===== config.mk =====
export PLATFORM = sky130hd
export DESIGN_NAME = program_sequencer
export DESIGN_NICKNAME = d
export VERILOG_FILES = /design/src/rtl/program_sequencer.sv
export SDC_FILE = /design/constraint.sdc
export NUM_CORES = 1
export LEC_CHECK = 0
export CORE_MARGIN = 2
export CORE_UTILIZATION = 57
export CTS_CLUSTER_DIAMETER = 200
export DETAILED_ROUTE_END_ITERATION = 10
export PLACE_DENSITY = 0.83
export SKIP_LAST_GASP = 1
export SYNTH_ARGS = -nofsm -noshare
export SYNTH_HDL_FRONTEND = slang
export SYNTH_SLANG_ARGS = --single-unit

===== constraint.sdc =====
create_clock -name clock -period 3.95 [get_ports clock]
set_input_delay 0.395 -clock clock [delete_from_list [all_inputs] [get_ports clock]]
set_output_delay 0.395 -clock clock [all_outputs]
set_load 0.02 [all_outputs]

===== src/rtl/program_sequencer.sv =====
// Program counter sequencer with relative/absolute jumps and a LIFO return stack.
// Sticky overflow/underflow flags record CALL on a full stack and RET on an empty one.
module program_sequencer #(
  parameter int                ADDR_W      = 16,
  parameter int                STACK_DEPTH = 8,
  parameter logic [ADDR_W-1:0] RESET_ADDR  = '0,
  localparam int               DEPTH_W     = $clog2(STACK_DEPTH + 1)
) (
  input  logic               clock,
  input  logic               reset,
  input  logic               enable,
  input  logic [2:0]         op,
  input  logic [ADDR_W-1:0]  target,
  input  logic [ADDR_W-1:0]  offset,
  input  logic               clear_err,
  output logic [ADDR_W-1:0]  pc,
  output logic [ADDR_W-1:0]  current_index,
  output logic [DEPTH_W-1:0] depth,
  output logic               overflow,
  output logic               underflow
);

  localparam int IDX_W = $clog2(STACK_DEPTH);

  localparam logic [2:0] OP_INC    = 3'b000;
  localparam logic [2:0] OP_JUMP   = 3'b001;
  localparam logic [2:0] OP_BRANCH = 3'b010;
  localparam logic [2:0] OP_CALL   = 3'b011;
  localparam logic [2:0] OP_RET    = 3'b100;
  localparam logic [2:0] OP_HOLD   = 3'b101;

  logic [ADDR_W-1:0]  pc_q, pc_d;
  logic [ADDR_W-1:0]  cur_idx_q, cur_idx_d;
  logic [DEPTH_W-1:0] depth_q, depth_d;
  logic               overflow_q, overflow_d;
  logic               underflow_q, underflow_d;

  logic [ADDR_W-1:0]  stack_q [STACK_DEPTH];
  logic               push_en_d;
  logic [ADDR_W-1:0]  push_data_d;

  logic               stack_full;
  logic               stack_empty;
  logic [DEPTH_W-1:0] depth_m1;
  logic [IDX_W-1:0]   push_idx;
  logic [IDX_W-1:0]   pop_idx;

  // Push writes slot [depth]; the top-of-stack lives at [depth-1].
  assign stack_full  = (depth_q == DEPTH_W'(STACK_DEPTH));
  assign stack_empty = (depth_q == '0);
  assign depth_m1    = depth_q - DEPTH_W'(1);
  assign push_idx    = depth_q[IDX_W-1:0];
  assign pop_idx     = depth_m1[IDX_W-1:0];

  always_comb begin
    pc_d        = pc_q;
    cur_idx_d   = cur_idx_q;
    depth_d     = depth_q;
    overflow_d  = overflow_q & ~clear_err;
    underflow_d = underflow_q & ~clear_err;
    push_en_d   = 1'b0;
    push_data_d = pc_q + ADDR_W'(1);

    // A fault raised on this edge overrides a simultaneous clear.
    if (enable) begin
      cur_idx_d = pc_q;
      case (op)
        OP_INC:    pc_d = pc_q + ADDR_W'(1);
        OP_JUMP:   pc_d = target;
        OP_BRANCH: pc_d = pc_q + offset;
        OP_CALL: begin
          if (stack_full) begin
            overflow_d = 1'b1;
          end else begin
            push_en_d = 1'b1;
            depth_d   = depth_q + DEPTH_W'(1);
            pc_d      = target;
          end
        end
        OP_RET: begin
          if (stack_empty) begin
            underflow_d = 1'b1;
          end else begin
            pc_d    = stack_q[pop_idx];
            depth_d = depth_m1;
          end
        end
        OP_HOLD: ;
        default: ;
      endcase
    end
  end

  always_ff @(posedge clock) begin
    if (reset) begin
      pc_q        <= RESET_ADDR;
      cur_idx_q   <= RESET_ADDR;
      depth_q     <= '0;
      overflow_q  <= 1'b0;
      underflow_q <= 1'b0;
    end else begin
      pc_q        <= pc_d;
      cur_idx_q   <= cur_idx_d;
      depth_q     <= depth_d;
      overflow_q  <= overflow_d;
      underflow_q <= underflow_d;
    end
  end

  // Storage needs no reset: depth alone decides which entries are live.
  always_ff @(posedge clock) begin
    if (push_en_d && !reset) begin
      stack_q[push_idx] <= push_data_d;
    end
  end

  assign pc            = pc_q;
  assign current_index = cur_idx_q;
  assign depth         = depth_q;
  assign overflow      = overflow_q;
  assign underflow     = underflow_q;

endmodule


Word-level counts from Yosys, hierarchy flattened --
Memory sizes are Yosys's and may differ from the RTL's. Index checks and enable logic that the tools add are counted.
Word-level totals: bits in registers 38, bits in writable memories 128, output and inout port bits 38, word-level logic and storage cells 45, memories kept 1
Memories:
- stack_q | words 8, width 16, rd ports 1, clocked after memory_dff 0, wr ports 1, line 38 | logic [ADDR_W-1:0] stack_q [STACK_DEPTH];
Cells by class: $add $sub $neg 4, eq/ne operators 7, muxes and demuxes 17, bitwise logic cells 3, reductions and logical operators 8
Operators with widths (number):
- 16-bit one-hot mux with 5 select lines | 1
- 16-bit two-way mux | 2
- 16-bit by 1-bit adder with 16-bit output, second input constant | 1
- 16-bit adder | 1
- 1-bit two-way mux | 11
- 4-bit two-way mux | 2
- 4-bit one-hot mux with 2 select lines | 1
- 4-bit AND reduction | 2
- 3-bit by 2-bit equality test with 1-bit output, second input constant | 2
- 5-bit nonzero test | 1
- 4-bit by 1-bit adder with 4-bit output, second input constant | 1
- 4-bit equality test, second input constant | 1
- 4-bit zero test | 1
- 2-bit != test, second input constant | 2
- 4-bit by 1-bit subtractor with 4-bit output, second input constant | 1
- 3-bit by 1-bit equality test with 1-bit output, second input constant | 1
- 3-bit equality test, second input constant | 1
- 3-bit zero test | 1
- 1-bit AND | 2
- 2-bit nonzero test | 1
- 1-bit logical AND | 1
- 1-bit zero test | 1
- 1-bit NOT | 1

Depth between registers and ports, before layout --
Gate-level depths: netlist (run 1).
depth in word-level cells 7, gate-level depth with buffers 13

Least setup slack after synthesis (run 1) --
OpenSTA, ideal clock, no wires.
path type reg-to-reg, start register depth_q[0] (netlist: depth[0]), end memory stack_q[0][0], enable pin, setup time 0.409 ns, arrival time 3.290 ns, data required time 3.541 ns, setup slack 0.251 ns, cell stages (with the launch flop) 11, path buffers 3, period minus slack after synthesis 3.699 ns, cell sequence dfxtp_1 -> buf_4 -> buf_6 -> buf_4 -> inv_1 -> ha_1 -> nor2b_1 -> a21bo_2 -> nor3b_1 -> nand2_1 -> nor3_1
Between the ends: longest elaborated chain between the ends 7
Ends and longest elaborated chain:
- start, declared | line 34 | logic [DEPTH_W-1:0] depth_q, depth_d;
- start signal, assigned | line 104 | depth_q <= depth_d;
- 4-bit equality test | line 49 | assign stack_full = (depth_q == DEPTH_W'(STACK_DEPTH));
- 1-bit two-way mux | line 72 | if (stack_full) begin
- 1-bit two-way mux | line 67 | case (op)
- 1-bit two-way mux | line 65 | if (enable) begin
- 1-bit logical AND | line 112 | if (push_en_d && !reset) begin
- 1-bit two-way mux | line 112
- 1-bit two-way mux (not written as such) | line 113 | stack_q[push_idx] <= push_data_d;
- end, declared | line 38
Parallel ways exist; a longest one is shown, timed or not.

Worst setup path after layout (run 1) --
start input port op[0], end register pc_q[9] (netlist: pc[9])
Between the ends: longest elaborated chain between the ends 3, elaborated cells on any way between the ends 10
Ends and longest elaborated chain:
- start, declared | line 12 | input logic [2:0] op,
- 3-bit equality test (tied with other cells) | line 67
- 5-bit nonzero test (no line) / 2-bit != test (equally long branches)
- 4-bit AND reduction (no line)
- end signal, assigned | line 102 | pc_q <= pc_d;
- end, declared | line 32 | logic [ADDR_W-1:0] pc_q, pc_d;
Parallel ways exist; a longest one is shown, timed or not. A chain may end at the register's enable or synchronous reset.

==> impl_summary.txt, run 1 <==
----------------------------------------------------
[Drt]
  Remaining routing DRC violations ... 0
  Number of DRC markers after the initial detailed-route iteration ... ~690
  Avg WL per Cell ... 24.13 um
  Drt first pass iters ... 5
  Average via count per standard cell ... roughly 6.4
  Vias after detailed routing ... 5549
  Final antenna-violating net count ... 0
  Post-detailed-routing wire length ... 20950 um

[Yosys]
  Sequential share of the synthesized area ... ~58%
  Post-Synthesis Net Count ... 656
  Post-Syn Area per Cell ... 13.23 um^2
  Number of distinct library cells after synthesis ... 70
  Post-synth ARST share ... 0%
  Number of enable flip-flop cells after synthesis ... 128
  Mapped Area ... 7911 um^2
  Cell count after synthesis ... 598
  Most used flip-flop cell after synthesis ... sky130_fd_sc_hd__edfxtp_1
  Area share of the leading cell type in the synthesized netlist ... 48.58%
  Number of register bits inferred by synthesis ... around 170
  Top cells by area, synth ... sky130_fd_sc_hd__edfxtp_1 49%, sky130_fd_sc_hd__dfxtp_1 9.6%, sky130_fd_sc_hd__mux4_2 9.1%
  Cell type contributing the most total cell area after synthesis ... sky130_fd_sc_hd__edfxtp_1
  Yosys synthesis warning count ... 0

[Placed design]
  RD Place Congestion ... 0.9970
  HPWL after detailed placement ... 14500 um
  Port Buf Inserts ... 76
  Setup slack after placement ... 0.7042 ns
  Post-detailed-placement cell area ... 8866 um^2
  Total placed cells including tap cells ... between 800 and 900

[CTS]
  TritonCTS clock tree ... done
  Number of buffers created by CTS ... 17
  Number of gates resized after CTS ... 0
  Clock Tree Buf Depth ... 2
  Clock input transition at the sequential cells of the worst setup and hold paths ... 0.07 ns
  Cell at the root of the clock tree ... sky130_fd_sc_hd__clkbuf_16
  Maximum level of the CTS H-tree ... 4
  Hold buffer count at cts ... 0
  Setup fix buffers added after clock tree synthesis ... 0
  Skew-Pair Late Insertion Delay ... around 0.43 ns
  Number of sinks driven by the clock tree ... roughly 170

[Final layout]
  Diodes inserted ... 0
  Multi-input gate area in the final layout ... 3093 um^2
  Non-filler cells, final ... 868
  Filler Cell Count ... around 950
  Total number of nets in the final design ... 733
  Layout cells sized above 1 ... a little over an eighth
  Area taken by flip-flops and latches ... about 4600 um^2
  Final instance area ... 9440 um^2
  Area growth from synthesis to layout ... 19.33%

[GRT]
  Gr usage total ... 29.72%
  Initial antenna violation count ... 0
  Via count of the first global-routing pass ... ~5500
  Total gr overflow ... 0
  Wire length of the first global-routing pass ... 31890 um
  Largest net degree at the start of global routing ... 38

[Die]
  DIE HEIGHT ... between 100 and 150 um
  Total number of placement rows ... between 40 and 50
  Starting Density ... 57.67%
  Horizontal die dimension ... 121.8 um
  I/O pin total ... 77
  Total Die Area ... 14840 um^2
  Core ar. ... ~14000 um^2

[STA]
  Relative max-transition margin ... 16.94%
  Total negative slack ... 0 ns
  Final worst path period share ... ~73%
  Worst setup skew after layout ... 0.01021 ns
  Total count of hold-check failures in the final report ... 0
  Setup repair after global routing missed its margin ... false
  Highest attainable clock frequency ... approximately 350 MHz
  Final critical-path required period ... 2.883 ns
  Slew Limit Fails ... 0
  Finish-stage setup viols ... 0
  Worst slew pin tran ... roughly 1.2 ns
  Final worst setup slack ... 1.067 ns

[Setup path]
  WS Path Type ... primary input to flip-flop
  Required time of the critical path ... 4.32 ns
  Crit end category ... flip-flop
  Critical Path Source Type ... primary input
  Worst-path maximum fanout ... 16
  Cell type of the slowest stage on the worst timing path ... sky130_fd_sc_hd__or3b_1
  Peak per-stage delay on the critical path ... 0.69 ns
  Arrival time at the worst endpoint ... 3.25 ns
  Chain of cells forming the critical path ... clkdlybuf4s50_1 -> or3b_1 -> nor2_2 -> a22oi_1 -> a32o_1 -> a221oi_2 -> a31o_1

[Pwr]
  Peak supply drop ... 0.2786 mV
  Pwr per Cell Area ... roughly 420 nW/um^2
  Post-route total power ... ~3.9 mW
  Cell leakage power ... 3.283 nW

[Outcome]
  Outcome ... finished, final reports clean

[Run]
  Max-Cap Viols ... 0

[Min path]
  Path category of the worst min-delay check ... flip-flop to flip-flop

----------------------------------------------------
cell usage in the layout, fill, tap and decap left out, types with 4 or more instances in the layout:
| cell type | instances |
|---|---|
| sky130_fd_sc_hd__xnor2_1 | 18 |
| sky130_fd_sc_hd__nand2b_1 | 7 |
| sky130_fd_sc_hd__and3_1 | 7 |
| sky130_fd_sc_hd__a21oi_1 | 28 |
| sky130_fd_sc_hd__a211oi_1 | 4 |
| sky130_fd_sc_hd__xor2_1 | 8 |
| sky130_fd_sc_hd__inv_6 | 4 |
| sky130_fd_sc_hd__nand3_1 | 21 |
| sky130_fd_sc_hd__buf_4 | 16 |
| sky130_fd_sc_hd__nor2_1 | 50 |
| sky130_fd_sc_hd__a2bb2oi_1 | 4 |
| sky130_fd_sc_hd__a21o_1 | 4 |
| sky130_fd_sc_hd__a221oi_1 | 5 |
| sky130_fd_sc_hd__inv_1 | 11 |
| sky130_fd_sc_hd__nand2_1 | 30 |
| sky130_fd_sc_hd__o21a_1 | 8 |
| sky130_fd_sc_hd__nand4_1 | 7 |
| sky130_fd_sc_hd__edfxtp_1 | 128 |
| sky130_fd_sc_hd__clkbuf_16 | 17 |
| sky130_fd_sc_hd__a22oi_1 | 10 |
| sky130_fd_sc_hd__mux4_2 | 32 |
| sky130_fd_sc_hd__o21ai_0 | 35 |
| sky130_fd_sc_hd__mux2i_1 | 19 |
| sky130_fd_sc_hd__clkdlybuf4s50_1 | 76 |
| sky130_fd_sc_hd__and2_1 | 4 |
| sky130_fd_sc_hd__ha_1 | 18 |
| sky130_fd_sc_hd__dfxtp_1 | 37 |
| sky130_fd_sc_hd__a31oi_1 | 7 |
through the flow:
| stage | util (%) | hold WS (ns) |
|---|---|---|
| floorplan | - | 0.5426 |
| global placement | 64.62 | 0.4586 |
| detailed placement | 64.62 | 0.4703 |
| CTS | 68.81 | 0.4815 |
| global route | 68.81 | 0.5232 |
| finish | 68.81 | 0.4783 |
synth_stat cells, types with 2 or more instances:
cell and instances:
sky130_fd_sc_hd__and3_1 7, sky130_fd_sc_hd__nand2_1 30, sky130_fd_sc_hd__or3b_1 2, sky130_fd_sc_hd__nor2b_1 3
sky130_fd_sc_hd__nor2_1 50, sky130_fd_sc_hd__a21oi_1 28, sky130_fd_sc_hd__buf_2 16, sky130_fd_sc_hd__a211o_1 2
sky130_fd_sc_hd__o221ai_1 2, sky130_fd_sc_hd__inv_1 11, sky130_fd_sc_hd__edfxtp_1 128, sky130_fd_sc_hd__xor2_1 8
sky130_fd_sc_hd__nor3b_1 3, sky130_fd_sc_hd__o21ai_0 35, sky130_fd_sc_hd__o22ai_1 2, sky130_fd_sc_hd__or4_1 2
sky130_fd_sc_hd__dfxtp_1 38, sky130_fd_sc_hd__a311oi_1 2, sky130_fd_sc_hd__a22o_1 2, sky130_fd_sc_hd__a32o_1 2
sky130_fd_sc_hd__nand3_1 21, sky130_fd_sc_hd__nand4_1 7, sky130_fd_sc_hd__and4_1 2, sky130_fd_sc_hd__a22oi_1 10
sky130_fd_sc_hd__mux2i_1 19, sky130_fd_sc_hd__nor3_1 5, sky130_fd_sc_hd__o211ai_1 3, sky130_fd_sc_hd__a21o_1 4
sky130_fd_sc_hd__a211oi_1 4, sky130_fd_sc_hd__a221oi_1 5, sky130_fd_sc_hd__xnor2_1 18, sky130_fd_sc_hd__a31o_2 2
sky130_fd_sc_hd__and2_1 4, sky130_fd_sc_hd__o21a_1 8, sky130_fd_sc_hd__a2bb2oi_1 4, sky130_fd_sc_hd__ha_1 18
sky130_fd_sc_hd__buf_4 4, sky130_fd_sc_hd__clkbuf_1 11, sky130_fd_sc_hd__mux4_2 32, sky130_fd_sc_hd__buf_6 2
sky130_fd_sc_hd__a31oi_1 7, sky130_fd_sc_hd__nand2b_1 7
sequential cells by signal, indices dropped and copies added, names as in the netlist:
signal	count
current_index	16
depth	4
pc	16
underflow	1
stack_q	128
overflow	1
layer usage:
layer	global-route usage [%]	vias up	share of wire (%)
met4	15.59	0	4.4
met5	0	-	0
met1	38.85	2733	40
met2	47.94	277	49
li1	-	2482	-
met3	5.150	57	6.6
cell type report:
| cell class | count | share of cell area [%] |
|---|---|---|
| multi-input cells | 386 | 32.76 |
| clock buffers | 18 | 4.546 |
| inverters | 11 | 0.4374 |
| well taps | 180 | 2.386 |
| clock inverters | 14 | 1.537 |
| flip-flops and latches | 166 | 48.79 |
| repair buffers | 93 | 9.543 |
path summary, 6_finish.rpt:
kind                            depth (start not counted)                  start                 endpoint  slack (ns)
worst min-delay path                                    2   underflow$_SDFF_PP0_     underflow$_SDFF_PP0_        0.48
worst min register to register                          2   underflow$_SDFF_PP0_     underflow$_SDFF_PP0_        0.48
worst max register to register                          8  depth[1]$_SDFFE_PP0P_  stack_q[1][5]$_DFFE_PP_        1.19
worst max-delay path                                    7                  op[0]       pc[9]$_SDFFE_PP0P_        1.07
critical path: cells and delay by family:
kind	cells	cell delay, ns
AND/OR/NAND/NOR	2	1.32
buffers and inverters	1	0.64
AO/OA/AOI/OAI	4	0.89
power by group:
part	total, mW	switching (mW)	internal (mW)
Sequential	1.93	0.0348	1.90
Combinational	0.390	0.224	0.166
Clock	1.62	0.689	0.936
Total	3.95	0.948	3.00
logic make-up after synthesis:
kind of cell	Yosys count	share of synthesized area, %
AOI/OAI and AO/OA	134	11.34
xor gates and xnor gates	27	3.084
DFF	166	58.20
and+or+nand+nor	154	9.806
adders and majority gates	20	3.226
muxes	51	11.51
buffers and inverters	46	2.831
Note: power is estimated with default switching activity, not from simulation.
==> run 2: changes to the inputs <==
clock period = 2.7 ns   (was 3.95 ns; I/O delays follow)
==> run 2 against run 1 <==
  * Routed wire length grew 2.6%
  * Core utilization up 3.2 points
  * Largest cell class unchanged
  * Global-route usage rose by 0.66 points
  * Clock-buffer cell count shrank 1
  * Sequential share of layout area decreased by 2.1 points
  * Clock skew about the same
  * First-iteration DRC count fell by 14%
  * Power grew 47%
  * Clock power rose by 46%
  * Critical path type is now flip-flop to flip-flop
==> impl_summary.txt, run 2 (synthesized netlist as in run 1, its figures left out) <==
----------------------------------------------------
[Outcome]
  Outcome ... finished, final reports clean

[CTS]
  Clock input transition at the sequential cells of the worst setup and hold paths ... 0.07 ns (about the same)
  Number of sinks driven by the clock tree ... 166 (unchanged)
  Maximum level of the CTS H-tree ... 4 (unchanged)
  Hold buffer count at cts ... 0 (unchanged)
  Number of gates resized after CTS ... 0 (unchanged)
  Clock Tree Buf Depth ... 2 (unchanged)
  TritonCTS clock tree ... done
  Setup fix buffers added after clock tree synthesis ... 0 (unchanged)
  Cell at the root of the clock tree ... sky130_fd_sc_hd__clkbuf_16
  Number of buffers created by CTS ... 17 (unchanged)
  Skew-Pair Late Insertion Delay ... 0.43 ns (about the same)

[Min path]
  Hold-critical path depth ... 2 (unchanged)
  Path category of the worst min-delay check ... flip-flop to flip-flop

[Pwr]
  Comb pwr share ... 10.9% (+1.0 points)
  Reg power frac ... 48.4% (-0.6 points)
  Internal ... 4.420 mW (+47%)
  Cell leakage power ... 3.480 nW (+6.0%)
  Net load switching power ... 1.384 mW (+46%)
  Pwr per Cell Area ... 587.4 nW/um^2 (+40%)
  Part of the power in the clock network ... 40.7% (-0.5 points)
  Switching Fraction ... 23.84% (-0.16 points)
  Peak supply drop ... 0.5827 mV (+110%)

[Placed design]
  HPWL after detailed placement ... 14330 um (-1.1%)
  RD Place Congestion ... 1.020 (+2.3%)
  Total placed cells including tap cells ... 869 (+3.9%)
  Port Buf Inserts ... 76 (unchanged)

[Die]
  Total Die Area ... 14840 um^2 (unchanged)
  Horizontal die dimension ... 121.8 um (unchanged)
  Starting Density ... 57.67% (unchanged)
  I/O pin total ... 77 (unchanged)
  DIE HEIGHT ... 121.8 um (unchanged)
  Total number of placement rows ... 43 (unchanged)
  Core ar. ... 13720 um^2 (unchanged)

[Final layout]
  Non-filler cells, final ... 901 (+3.8%)
  Diodes inserted ... 0 (unchanged)
  Area growth from synthesis to layout ... 24.89%
  Layout cells sized above 1 ... 19.00% (+5.6 points)
  Largest register by flop count ... stack_q
  Most common cell after layout, fill and taps aside ... sky130_fd_sc_hd__edfxtp_1
  Flip-flop count of the largest register after layout ... 128 (unchanged)
  Total number of nets in the final design ... 766 (+4.5%)
  Highest-count cells in the layout ignoring fill and taps ... 128 x sky130_fd_sc_hd__edfxtp_1, 76 x sky130_fd_sc_hd__clkdlybuf4s50_1, 44 x sky130_fd_sc_hd__nor2_1

[Run]
  Max-Cap Viols ... 0 (unchanged)

[Setup path]
  Crit. Startpoint ... pc[4]$_SDFFE_PP0P_
  WS Path Type ... flip-flop to flip-flop
  Worst-case register-to-register setup slack ... 0.23 ns (-0.96 ns)
  Critical Path Source Type ... flip-flop
  End of the worst register-to-register path ... pc[15]$_SDFFE_PP0P_
  Worst-path maximum fanout ... 9 (-7)
  Arrival time at the worst endpoint ... 2.82 ns (-0.43 ns)
  Crit end category ... flip-flop
  Critical Path Sink ... pc[15]$_SDFFE_PP0P_
  Required time of the critical path ... 3.05 ns (-1.27 ns)
  R2r worst-path depth ... 7 (-1)
  Reg2reg start ... pc[4]$_SDFFE_PP0P_

[STA]
  Relative max-transition margin ... 46.03% (+29 points)
  Worst slew pin tran ... 0.8038 ns (-0.4249 ns)
  Final critical-path required period ... approximately 2.5 ns
  Worst setup skew after layout ... 0.01047 ns (+0.0002540 ns)
  Total count of hold-check failures in the final report ... 0 (unchanged)
  Setup repair after global routing missed its margin ... false
  Slew Limit Fails ... 0 (unchanged)
  Total negative slack ... 0 ns (unchanged)
  Final worst path period share ... roughly nine tenths
  Finish-stage setup viols ... 0 (unchanged)
  Highest attainable clock frequency ... 404.9 MHz

[Drt]
  Final antenna-violating net count ... 0 (unchanged)
  Number of DRC markers after the initial detailed-route iteration ... 597 (-14%)
  Remaining routing DRC violations ... 0 (unchanged)
  Drt first pass iters ... 5 (unchanged)
  Vias after detailed routing ... 5766 (+3.9%)
  Avg WL per Cell ... 23.84 um (-1.2%)
  Average via count per standard cell ... 6.400 (+0.10%)
  Post-detailed-routing wire length ... 21480 um (+2.6%)

[GRT]
  Via count of the first global-routing pass ... 5748 (+4.8%)
  Largest net degree at the start of global routing ... 38 (unchanged)
  Wire length of the first global-routing pass ... 32500 um (+1.9%)
  Total gr overflow ... 0 (unchanged)
  Gr usage total ... 30.37% (+0.66 points)
  Initial antenna violation count ... 0 (unchanged)

----------------------------------------------------
## run 2: metal layers
metal / vias up / GRT usage (%) / wire length [um]
li1: 2552 / - / -
met1: 2832 / 38.25 / 8222
met2: 326 / 50.94 / 10860
met3: 56 / 6.414 / 1654
met4: 0 / 13.51 / 750
met5: - / 0 / 0
## run 2: worst min path at each step
stage                                         startpoint                        endpoint  slack (ns)
final                     current_index[15]$_SDFFE_PP0P_  current_index[15]$_SDFFE_PP0P_        0.50
after global routing                underflow$_SDFF_PP0_            underflow$_SDFF_PP0_        0.52
after CTS                 current_index[15]$_SDFFE_PP0P_  current_index[15]$_SDFFE_PP0P_        0.50
after detailed placement  current_index[15]$_SDFFE_PP0P_  current_index[15]$_SDFFE_PP0P_        0.49
after global placement              underflow$_SDFF_PP0_            underflow$_SDFF_PP0_        0.46
after floorplan                                clear_err            underflow$_SDFF_PP0_        0.45
## run 2: area by class of cell
type | instances | area [um^2]
repair buffers | 126 | 1249
clock inverters | 15 | 148.9
flip-flops and latches | 166 | 4608
multi-input cells | 386 | 3181
fillers | 876 | 3839
well taps | 180 | 225.2
inverters | 11 | 43.79
clock buffers | 17 | 425.4
## run 2: per-stage QoR
step                      util [%]  instance area (um^2)  worst slack [ns]  hold slack, ns  total power [mW]
after global routing         72.02                  9881           0.06799          0.5161             5.972
after floorplan                  -                  8044           0.02878          0.4475             3.215
after global placement       67.83                  9306           0.05052          0.4597             3.463
final                        72.02                  9881            0.2302          0.4970             5.804
after CTS                    72.02                  9881            0.2139          0.5050             5.820
after detailed placement     67.83                  9306          0.004419          0.4879             3.475
## run 2: worst max-delay path, stage by stage, from the launching register on
cell and delay (ns):
sky130_fd_sc_hd__dfxtp_1 0.45, sky130_fd_sc_hd__buf_4 0.18, sky130_fd_sc_hd__and3_1 0.26, sky130_fd_sc_hd__and4_1 0.27, sky130_fd_sc_hd__nand3_1 0.11, sky130_fd_sc_hd__xnor2_1 0.67, sky130_fd_sc_hd__o21ai_0 0.22, sky130_fd_sc_hd__a22oi_1 0.22
## run 2: power groups by stage
| stage | Clock [mW] | Combinational [mW] | Sequential, mW |
|---|---|---|---|
| after floorplan | 0 | 0.332 | 2.88 |
| after global placement | 0 | 0.601 | 2.86 |
| after detailed placement | 0 | 0.611 | 2.86 |
| after CTS | 2.39 | 0.620 | 2.81 |
| after global routing | 2.49 | 0.672 | 2.81 |
| final | 2.37 | 0.630 | 2.81 |
